--- src/rtl/nobl_sched_pkg.sv ---
// Shared slot encoding, pipeline depths and read tag type for the
// two-channel NoBL SRAM FIFO scheduler.
package nobl_sched_pkg;

  typedef enum logic [1:0] {
    SLOT_W0 = 2'd0,
    SLOT_R0 = 2'd1,
    SLOT_W1 = 2'd2,
    SLOT_R1 = 2'd3
  } slot_e;

  localparam int NUM_SLOTS    = 4;
  // Cycles from the address on the pins to the late-write data on the pins.
  localparam int WRITE_COMMIT = 2;
  // Cycles from read grant to read_data_N / data_avail_N.
  localparam int READ_LATENCY = 4;

  typedef struct packed {
    logic vld;
    logic ch;
  } rd_tag_t;

endpackage

--- src/rtl/nobl_rr_arb.sv ---
// 4-way round-robin arbiter: combinational one-hot grant, 0 cycles.
// The pointer moves to the slot after the winner and holds when nothing is granted.
module nobl_rr_arb
  import nobl_sched_pkg::*;
(
  input  logic       clk_i,
  input  logic       rst_i,
  input  logic [3:0] req_i,
  output logic [3:0] gnt_o
);

  logic [1:0] ptr_q, ptr_d;
  logic [1:0] idx;
  logic       found;

  always_comb begin
    gnt_o = '0;
    ptr_d = ptr_q;
    idx   = '0;
    found = 1'b0;
    for (int i = 0; i < NUM_SLOTS; i++) begin
      idx = ptr_q + 2'(i);
      if (!found && req_i[idx]) begin
        found      = 1'b1;
        gnt_o[idx] = 1'b1;
        ptr_d      = idx + 2'd1;
      end
    end
  end

  always_ff @(posedge clk_i) begin
    if (rst_i) begin
      ptr_q <= SLOT_W0;
    end else begin
      ptr_q <= ptr_d;
    end
  end

endmodule

--- src/rtl/nobl_fifo_sched.sv ---
// Two FIFO channels sharing one NoBL SRAM, one op per cycle by round-robin.
// Grant is combinational; write data hits the pins 3 cycles later, read data returns in 4.
module nobl_fifo_sched
  import nobl_sched_pkg::*;
#(
  parameter int WIDTH      = 18,
  parameter int RAM_DEPTH  = 19,
  parameter int FIFO_DEPTH = RAM_DEPTH - 1
) (
  input  logic                  clk,
  input  logic                  rst,
  input  logic [WIDTH-1:0]      RAM_D_pi,
  output logic [WIDTH-1:0]      RAM_D_po,
  output logic                  RAM_D_poe,
  output logic [RAM_DEPTH-1:0]  RAM_A,
  output logic                  RAM_WEn,
  output logic                  RAM_CENn,
  output logic                  RAM_LDn,
  output logic                  RAM_OEn,
  output logic                  RAM_CE1n,
  input  logic                  write_strobe_0,
  input  logic [WIDTH-1:0]      write_data_0,
  output logic                  space_avail_0,
  input  logic                  write_strobe_1,
  input  logic [WIDTH-1:0]      write_data_1,
  output logic                  space_avail_1,
  input  logic                  read_strobe_0,
  output logic [WIDTH-1:0]      read_data_0,
  output logic                  data_avail_0,
  input  logic                  read_strobe_1,
  output logic [WIDTH-1:0]      read_data_1,
  output logic                  data_avail_1,
  output logic [FIFO_DEPTH:0]   capacity_0,
  output logic [FIFO_DEPTH:0]   capacity_1
);

  localparam int OW = FIFO_DEPTH + 1;
  localparam logic [OW-1:0] OCC_FULL = {1'b1, {FIFO_DEPTH{1'b0}}};

  logic [OW-1:0]          wr_occ_q [2];
  logic [OW-1:0]          wr_occ_d [2];
  logic [OW-1:0]          rd_occ_q [2];
  logic [OW-1:0]          rd_occ_d [2];
  logic [OW-1:0]          cap_q    [2];
  logic [FIFO_DEPTH-1:0]  wptr_q   [2];
  logic [FIFO_DEPTH-1:0]  wptr_d   [2];
  logic [FIFO_DEPTH-1:0]  rptr_q   [2];
  logic [FIFO_DEPTH-1:0]  rptr_d   [2];

  logic [3:0]             req, gnt;
  logic [1:0]             wr_gnt, rd_gnt, commit;
  logic                   gnt_any, gnt_wr, gnt_ch;

  logic [RAM_DEPTH-1:0]   ram_a_q, ram_a_d;
  logic                   ram_wen_q, ram_ce1n_q, ram_poe_q;
  logic [WIDTH-1:0]       ram_dpo_q;

  logic [WRITE_COMMIT-1:0] wvld_q, wch_q;
  logic [WIDTH-1:0]        wdat_q [WRITE_COMMIT];
  rd_tag_t                 tag_q  [READ_LATENCY];
  logic [WIDTH-1:0]        rdat_q [2];

  // Reads are limited by committed writes so an address is never read before its late write lands.
  always_comb begin
    req          = '0;
    req[SLOT_W0] = write_strobe_0 & (wr_occ_q[0] < OCC_FULL) & ~rst;
    req[SLOT_R0] = read_strobe_0  & (rd_occ_q[0] != '0)      & ~rst;
    req[SLOT_W1] = write_strobe_1 & (wr_occ_q[1] < OCC_FULL) & ~rst;
    req[SLOT_R1] = read_strobe_1  & (rd_occ_q[1] != '0)      & ~rst;
  end

  nobl_rr_arb u_arb (
    .clk_i (clk),
    .rst_i (rst),
    .req_i (req),
    .gnt_o (gnt)
  );

  assign wr_gnt  = {gnt[SLOT_W1], gnt[SLOT_W0]};
  assign rd_gnt  = {gnt[SLOT_R1], gnt[SLOT_R0]};
  assign gnt_any = |gnt;
  assign gnt_wr  = |wr_gnt;
  assign gnt_ch  = gnt[SLOT_W1] | gnt[SLOT_R1];
  assign commit  = {wvld_q[WRITE_COMMIT-1] &  wch_q[WRITE_COMMIT-1],
                    wvld_q[WRITE_COMMIT-1] & ~wch_q[WRITE_COMMIT-1]};

  assign ram_a_d = gnt_any ? {gnt_ch, (gnt_wr ? wptr_q[gnt_ch] : rptr_q[gnt_ch])} : ram_a_q;

  always_comb begin
    for (int n = 0; n < 2; n++) begin
      wptr_d[n]   = wptr_q[n] + FIFO_DEPTH'(wr_gnt[n]);
      rptr_d[n]   = rptr_q[n] + FIFO_DEPTH'(rd_gnt[n]);
      wr_occ_d[n] = wr_occ_q[n] + OW'(wr_gnt[n]) - OW'(rd_gnt[n]);
      rd_occ_d[n] = rd_occ_q[n] + OW'(commit[n]) - OW'(rd_gnt[n]);
    end
  end

  always_ff @(posedge clk) begin
    if (rst) begin
      for (int n = 0; n < 2; n++) begin
        wr_occ_q[n] <= '0;
        rd_occ_q[n] <= '0;
        wptr_q[n]   <= '0;
        rptr_q[n]   <= '0;
        cap_q[n]    <= OCC_FULL;
        rdat_q[n]   <= '0;
      end
      for (int i = 0; i < WRITE_COMMIT; i++) wdat_q[i] <= '0;
      for (int i = 0; i < READ_LATENCY; i++) tag_q[i] <= '0;
      wvld_q     <= '0;
      wch_q      <= '0;
      ram_a_q    <= '0;
      ram_wen_q  <= 1'b1;
      ram_ce1n_q <= 1'b1;
      ram_poe_q  <= 1'b0;
      ram_dpo_q  <= '0;
    end else begin
      for (int n = 0; n < 2; n++) begin
        wr_occ_q[n] <= wr_occ_d[n];
        rd_occ_q[n] <= rd_occ_d[n];
        wptr_q[n]   <= wptr_d[n];
        rptr_q[n]   <= rptr_d[n];
        cap_q[n]    <= OCC_FULL - wr_occ_d[n];
      end
      wvld_q    <= {wvld_q[WRITE_COMMIT-2:0], gnt_wr};
      wch_q     <= {wch_q[WRITE_COMMIT-2:0], gnt_ch};
      wdat_q[0] <= gnt_ch ? write_data_1 : write_data_0;
      for (int i = 1; i < WRITE_COMMIT; i++) wdat_q[i] <= wdat_q[i-1];
      tag_q[0]  <= {|rd_gnt, gnt_ch};
      for (int i = 1; i < READ_LATENCY; i++) tag_q[i] <= tag_q[i-1];
      if (tag_q[READ_LATENCY-2].vld) rdat_q[tag_q[READ_LATENCY-2].ch] <= RAM_D_pi;
      ram_a_q    <= ram_a_d;
      ram_wen_q  <= ~gnt_wr;
      ram_ce1n_q <= ~gnt_any;
      ram_poe_q  <= wvld_q[WRITE_COMMIT-1];
      if (wvld_q[WRITE_COMMIT-1]) ram_dpo_q <= wdat_q[WRITE_COMMIT-1];
    end
  end

  assign space_avail_0 = wr_gnt[0];
  assign space_avail_1 = wr_gnt[1];
  assign data_avail_0  = tag_q[READ_LATENCY-1].vld & ~tag_q[READ_LATENCY-1].ch;
  assign data_avail_1  = tag_q[READ_LATENCY-1].vld &  tag_q[READ_LATENCY-1].ch;
  assign read_data_0   = rdat_q[0];
  assign read_data_1   = rdat_q[1];
  assign capacity_0    = cap_q[0];
  assign capacity_1    = cap_q[1];

  assign RAM_A     = ram_a_q;
  assign RAM_WEn   = ram_wen_q;
  assign RAM_CE1n  = ram_ce1n_q;
  assign RAM_D_poe = ram_poe_q;
  assign RAM_D_po  = ram_dpo_q;
  assign RAM_CENn  = 1'b0;
  assign RAM_LDn   = 1'b0;
  assign RAM_OEn   = 1'b0;

endmodule

--- config.mk ---
export PLATFORM = sky130hd
export DESIGN_NAME = nobl_fifo_sched
export DESIGN_NICKNAME = d
export VERILOG_FILES = /design/src/rtl/nobl_sched_pkg.sv /design/src/rtl/nobl_rr_arb.sv /design/src/rtl/nobl_fifo_sched.sv
export SDC_FILE = /design/constraint.sdc
export NUM_CORES = 1
export LEC_CHECK = 0
export BUFFER_PORTS_ARGS = -buffer_cell sky130_fd_sc_hd__buf_2
export CELL_PAD_IN_SITES_DETAIL_PLACEMENT = 2
export CELL_PAD_IN_SITES_GLOBAL_PLACEMENT = 2
export CORE_MARGIN = 2
export CORE_UTILIZATION = 37
export CTS_CLUSTER_DIAMETER = 120
export CTS_CLUSTER_SIZE = 14
export DETAILED_ROUTE_END_ITERATION = 10
export GPL_TIMING_DRIVEN = 0
export PLACE_DENSITY_LB_ADDON = 0.3
export SLEW_MARGIN = 10
export SYNTH_ARGS = -nofsm -noshare
export SYNTH_HDL_FRONTEND = slang
export SYNTH_SLANG_ARGS = --single-unit
--- constraint.sdc ---
create_clock -name clk -period 6.8 [get_ports clk]
set_clock_uncertainty 0.1 [all_clocks]
set_input_delay 0.34 -clock clk [delete_from_list [all_inputs] [get_ports clk]]
set_output_delay 0.34 -clock clk [all_outputs]
set_load 0.05 [all_outputs]
==> summary.txt, run 1 <==
Switching Fraction -> 48.6%
Max clock buf depth -> 3
Register-to-register setup slack -> 0.39 ns
VDD IR-drop max -> 0.000228 V
WP data arrival -> 6.72 ns
Post-route minimum period -> 6.41 ns
GRT busiest layer -> met2
Achievable Freq -> 156 MHz
Vias -> 13400
Fin. max-slew vios -> 0
Main synth FF type -> dfxtp_1
Antenna-violating nets left -> 0
Routability cong. -> 0.798
Gr usage total -> 23.3%
Register share of total power -> 23.9%
Max_cap viols -> 0
Register area share after synthesis -> 41.5%
Synth cell types -> 99
First-pass DRT Iterations -> 4
Via density -> 5.29
Synth Area in XOR/XNOR -> 8.01%
Vias in the first global route -> 15000
Final WL -> 51200 um
Fin area -> 0.0185 sq mm
Routing usage on met1 -> 28.3%
Largest net degree at the start of global routing -> 19
Final Hold Vio Count -> 0
Input/output buffers -> 176
Total CTS buffers -> 25
Die area -> 0.0442 sq mm
Cell Pwr Density -> 568 mW/mm^2
DIE WIDTH -> 210 um
Worst Hold Class -> input port to register
Nets@finish -> 2155
Setup crit end kind -> register
Most frequent cells in the layout -> 270 x dfxtp_1, 212 x nor2_1, 181 x buf_2, 115 x inv_1, 107 x ha_1
Leak -> 8.00 nW
Clk_lat worst skew -> 0.58 ns
CP max FO -> 12
Post-synthesis mux area share -> 1.42%
Cells after synthesis -> 1728
Placed cell areas -> 0.0173 sq mm
GRT met2 Usage -> 42.5%
# rows -> 75
Filler cell count -> 4589
I/O pin cnt -> 181
Post-Syn Area per Cell -> 9.11 sq um
Async set-or-reset flop fraction in the synthesized netlist -> 0%
Global-route wire length before repair -> 82700 um
Starting density of the core -> 37.5%
Sw Pwr -> 0.00511 W
Int Pwr -> 0.00541 W
Area growth from synthesis to layout -> 17.6%
Antenna violations before repair -> 0
PnR worst setup slack -> 0.391 ns
Layout cell share with drive strength beyond 1 -> 13.9%
Commonest non-fill, non-tap cell in the layout -> dfxtp_1
Wire per inst -> 20.3 um
Synth Warn # -> 0
Drc violations -> 0
Logic pwr share -> 63.1%
Die H -> 210 um
Startpoint Class -> register
Met3 Use GR -> 2.65%
Clock-pin slew of the registers on the worst-case setup and hold paths -> 0.07 ns
RSZ-0062 raised after global routing -> no
TritonCTS clock tree -> yes
Period utilisation layout -> 94.3%
Synth Area in Simple Gates -> 20.7%
Clock Sinks -> 308
DRT iter0 DRCs -> 475
WP data required -> 7.11 ns
Area occupied by multi-input gates -> 0.00844 sq mm
Antenna diodes -> 0
Largest family of logic cells by synthesized area -> simple AND/OR/NAND/NOR gates
Adder-Cell Fraction of Synth Area -> 9.10%
WS Path Type -> register to register
Htree depth -> 1
Placement-stage worst setup slack -> -0.394 ns
Synth Cell Area -> 0.0157 sq mm
Hold-critical path depth -> 2
Actual slew at the worst max-slew pin -> 1.21 ns
Post-detail-place hpwl -> 36600 um
Slew Limit Headroom -> 19.6%
Seq. cell area -> 0.00653 sq mm
Worst r2r path cells -> 24
Synth Area in Compound Gates -> 14.2%
Status -> finished clean
Clk network pwr share -> 13.0%
Final Setup Violations -> 0
Post-synth EDFFs -> 36
Yosys reg bits -> 308
Core Region -> 0.0419 sq mm
Clk root buf -> clkbuf_16
Total gr overflow -> 0
# Post-CTS Setup Buffers -> 0
critical path, cell delays in order, from the launching register on:
cell and delay [ns]:
dfxtp_2 0.35, clkbuf_4 0.18, inv_1 0.14, ha_2 0.34, inv_1 0.13, mux4_2 0.57, nand2b_4 0.20, nand2_2 0.14
o211a_1 0.18, buf_4 0.19, nand2_4 0.13, buf_6 0.19, ha_1 0.28, inv_1 0.04, ha_1 0.23, fa_2 0.39
a21oi_2 0.18, o21ai_2 0.09, a2111oi_2 0.37, nor3_1 0.12, xor2_1 0.22, or4_1 0.57, or4_4 0.56, nor4_2 0.24
o21ai_1 0.10
cell type report:
class / instances / area share [%]
inverter: 118 / 2.41
clock inverter: 1 / 0.108
sequential: 308 / 35.3
clock buffer: 30 / 3.48
timing repair buffer: 226 / 7.47
buffer: 72 / 1.99
tap: 539 / 3.65
multi-input combinational: 1232 / 45.6
sequential cells by signal (all words and copies together) (netlist names):
signal / flops
wch_q: 1
rd_occ_q: 38
rptr_q: 36
u_arb.ptr_q: 2
tag_q: 7
wvld_q: 2
RAM_WEn: 1
wdat_q: 36
RAM_D_po: 18
wr_occ_q: 36
RAM_A: 19
cap_q: 38
rdat_q: 36
wptr_q: 36
RAM_CE1n: 1
RAM_D_poe: 1
cells in the mapped netlist (all sizes together), types with 8 or more instances:
library cell / count / area, sq um
ha: 108 / 1350
or2: 8 / 50.1
and2: 41 / 258
nand3: 59 / 295
a211oi: 12 / 113
o21a: 8 / 60.1
a221o: 19 / 190
nor2b: 51 / 319
o22a: 19 / 166
mux2i: 20 / 200
a31oi: 9 / 62.6
nor3: 41 / 210
nand2b: 16 / 108
clkbuf: 47 / 178
inv: 116 / 435
nand2: 99 / 377
edfxtp: 36 / 1080
and3: 42 / 263
dfxtp: 272 / 5450
xnor2: 58 / 508
o31ai: 9 / 86.3
a21o: 15 / 113
or3: 21 / 133
nor2: 214 / 822
xor2: 85 / 752
o21bai: 10 / 75.1
and4: 9 / 78.8
o21ai: 61 / 309
a21oi: 87 / 454
nand4: 12 / 75.1
buf: 25 / 180
through the flow:
stage | hold WS, ns | utilization, % | instances | total power (W) | setup TNS, ns
global route | 0.00773 | 44.1 | 2526 | 0.0114 | 0
global placement | 0.317 | 41.2 | 2445 | 0.00870 | -0.257
CTS | 0.00166 | 44.0 | 2526 | 0.0105 | 0
detailed placement | 0.333 | 41.2 | 2445 | 0.00900 | -0.963
finish | 0.0213 | 44.1 | 2526 | 0.0105 | 0
floorplan | 0.314 | - | 1730 | 0.00736 | 0
path summary, 6_finish.rpt:
path	from	endpoint
worst min-delay path	RAM_D_pi[15]	rdat_q[0][15]
worst min register to register	wdat_q[0][15]	wdat_q[1][15]
worst max register to register	u_arb.ptr_q[1]	cap_q[0][37]
worst max-delay path	u_arb.ptr_q[1]	cap_q[0][37]
logic make-up (layout without fill, tap and decap cells):
family,count (synthesis),in the layout
AND/OR/NAND/NOR,641,641
AO/OA/AOI/OAI,312,312
flip-flops,308,308
buffers and inverters,190,447
XOR/XNOR,143,143
adder cells (fa/ha/maj),112,112
multiplexers,21,21
other,1,3
per-layer routing:
layer	wire length (um)	up-vias
met5	0	-
met4	1650	0
met3	1340	85
met2	26200	182
met1	22000	6665
li1	-	6441
power by group through the flow:
stage | Sequential, W | Combinational (W) | Clock (W)
floorplan | 0.00292 | 0.00445 | 0
global placement | 0.00252 | 0.00618 | 0
detailed placement | 0.00255 | 0.00645 | 0
CTS | 0.00251 | 0.00664 | 0.00140
global route | 0.00256 | 0.00740 | 0.00149
finish | 0.00251 | 0.00663 | 0.00137
timing repair:
item / in CTS / in global routing
cloned: 0 / 0
setup endpoints to repair: 6 / 8
pin swaps: 0 / 0
endpoints found under the hold margin: 38 / 0
hold buffers: 50 / 0
gates resized for setup: 5 / 9
No activity file was read; power rests on OpenSTA's default activity.
==> run 2: changes to the inputs <==
- PLACE_DENSITY_LB_ADDON: 0.3 -> 0.25
==> run 2 against run 1 <==
Flip-flop and latch count stayed put. Register-to-register slack got worse by 0.09 ns. Setup slack got worse by 0.090 ns. Total power down 0.43%. Final cell count stayed put. Cell area is essentially flat. Worst hold slack better by 0.0020 ns. Maximum frequency fell by 1.4%. Via count is 0.12% higher. Sequential power barely moved. Core utilization barely moved. Critical endpoint unchanged.
==> summary.txt, run 2 (synthesis gave the netlist of run 1 again) <==
Antenna diodes -> 0
WS Path Type -> register to register
Clock Sinks -> 308
# Post-CTS Setup Buffers -> 0
Layout cell share with drive strength beyond 1 -> 14.0%
Period utilisation layout -> 95.6%
Post-route minimum period -> 6.50 ns
Largest delay share family, worst path -> simple AND/OR/NAND/NOR gates
Routability cong. -> 0.815
Worst Path Buf+Inv -> 6
Clock-pin slew of the registers on the worst-case setup and hold paths -> 0.07 ns
Crit path top cell by count -> inv_1
First-pass DRT Iterations -> 4
Post-detail-place hpwl -> 36700 um
Global-route wire length before repair -> 80700 um
DIE WIDTH -> 210 um
Worst-path cell chain -> clkbuf_4, inv_1, ha_2, inv_1, mux4_2, nand2b_4, nand2_2, o211a_1, buf_4, nand2_4, buf_4, ha_1, inv_1, ha_1, fa_2, a21oi_2, o21ai_2, a2111oi_2, nor3_1, xor2_1, or4_1, or4_4, o31a_1, o21ai_1
PnR worst setup slack -> 0.301 ns
Placed insts -> 2445
Commonest non-fill, non-tap cell in the layout -> dfxtp_1
Via density -> 5.30
Area occupied by multi-input gates -> 0.00846 sq mm
Top flop regs -> cap_q: 38 flops, rd_occ_q: 38 flops
Max_cap viols -> 0
Worst Hold Class -> input port to register
CP max FO -> 12
Wire per inst -> 19.9 um
TritonCTS clock tree -> yes
Leak -> 8.00 nW
Most frequent cells in the layout -> 271 x dfxtp_1, 212 x nor2_1, 181 x buf_2, 115 x inv_1, 107 x ha_1
WP data arrival -> 6.88 ns
Final Setup Violations -> 0
Placed cell areas -> 0.0173 sq mm
Max clock buf depth -> 3
Startpoint Class -> register
Antenna-violating nets left -> 0
Final WL -> 50300 um
Actual slew at the worst max-slew pin -> 1.25 ns
Htree depth -> 1
Clk root buf -> clkbuf_16
Fin area -> 0.0185 sq mm
Seq. cell area -> 0.00653 sq mm
Die area -> 0.0442 sq mm
Cell Pwr Density -> 566 mW/mm^2
Setup crit end kind -> register
Drc violations -> 0
DRT iter0 DRCs -> 461
Total gr overflow -> 0
Starting density of the core -> 37.5%
Final Hold Vio Count -> 0
Vias -> 13400
Filler cell count -> 4625
VDD IR-drop max -> 0.000263 V
Slew Limit Headroom -> 16.9%
Die H -> 210 um
Total CTS buffers -> 25
Core Region -> 0.0419 sq mm
Achievable Freq -> 154 MHz
WP data required -> 7.18 ns
RSZ-0062 raised after global routing -> no
CP peak stage delay -> 0.58 ns
Antenna violations before repair -> 1
Nets@finish -> 2155
Clk_lat worst skew -> 0.56 ns
# rows -> 75
I/O pin cnt -> 181
Fin. max-slew vios -> 0
Critical Path Slowest Stage Cell -> mux4_2
Vias in the first global route -> 14900
Status -> finished clean
Area growth from synthesis to layout -> 17.6%
Largest net degree at the start of global routing -> 19
Input/output buffers -> 176
Gr usage total -> 22.7%
Final cell count without fillers -> 2526
Placement-stage worst setup slack -> -0.440 ns
[run 2: what timing repair did]
item                                   CTS  global route
setup endpoints to repair                9             6
pin swaps                                0             1
gates cloned                             0             0
hold buffers                            50             0
endpoints found under the hold margin   33             0
gates resized for setup                  6            11
[run 2: layer usage]
| metal | share of wire (%) | routed length, um | global-route usage [%] |
|---|---|---|---|
| met1 | 44 | 22100 | 28.0 |
| met2 | 50 | 25400 | 41.2 |
| met3 | 2.6 | 1300 | 2.43 |
| met4 | 3.1 | 1550 | 7.43 |
| met5 | 0 | 0 | 0 |
[run 2: cell type report]
cell class,instances,share of cell area [%]
sequential,308,35.3
buffer,72,1.97
clock buffer,30,3.48
inverter,118,2.42
timing repair buffer,226,7.46
clock inverter,1,0.0473
tap,539,3.64
multi-input combinational,1232,45.7
[run 2: per-stage QoR]
| stage | hold WS (ns) | total power (W) | setup TNS [ns] | utilization, % |
|---|---|---|---|---|
| floorplan | 0.314 | 0.00736 | 0 | - |
| global placement | 0.320 | 0.00870 | -0.834 | 41.2 |
| detailed placement | 0.329 | 0.00899 | -1.74 | 41.2 |
| CTS | 0.000626 | 0.0105 | 0 | 44.0 |
| global route | 0.0301 | 0.0114 | 0 | 44.1 |
| finish | 0.0233 | 0.0105 | 0 | 44.1 |
[run 2: worst paths after layout]
| check | start | slack (ns) | cells after the start | end |
|---|---|---|---|---|
| worst max-delay path | u_arb.ptr_q[1] | 0.30 | 24 | cap_q[0][37] |
| worst min register to register | wdat_q[0][0] | 0.34 | 1 | wdat_q[1][0] |
| worst max register to register | u_arb.ptr_q[1] | 0.30 | 24 | cap_q[0][37] |
| worst min-delay path | RAM_D_pi[15] | 0.02 | 2 | rdat_q[0][15] |
[run 2: report_power, final]
group	switching [W]	total (W)	leakage, nW	internal, W
Combinational	0.00416	0.00662	5.08	0.00246
Sequential	0.000215	0.00251	2.60	0.00229
Clock	0.000676	0.00134	0.319	0.000661
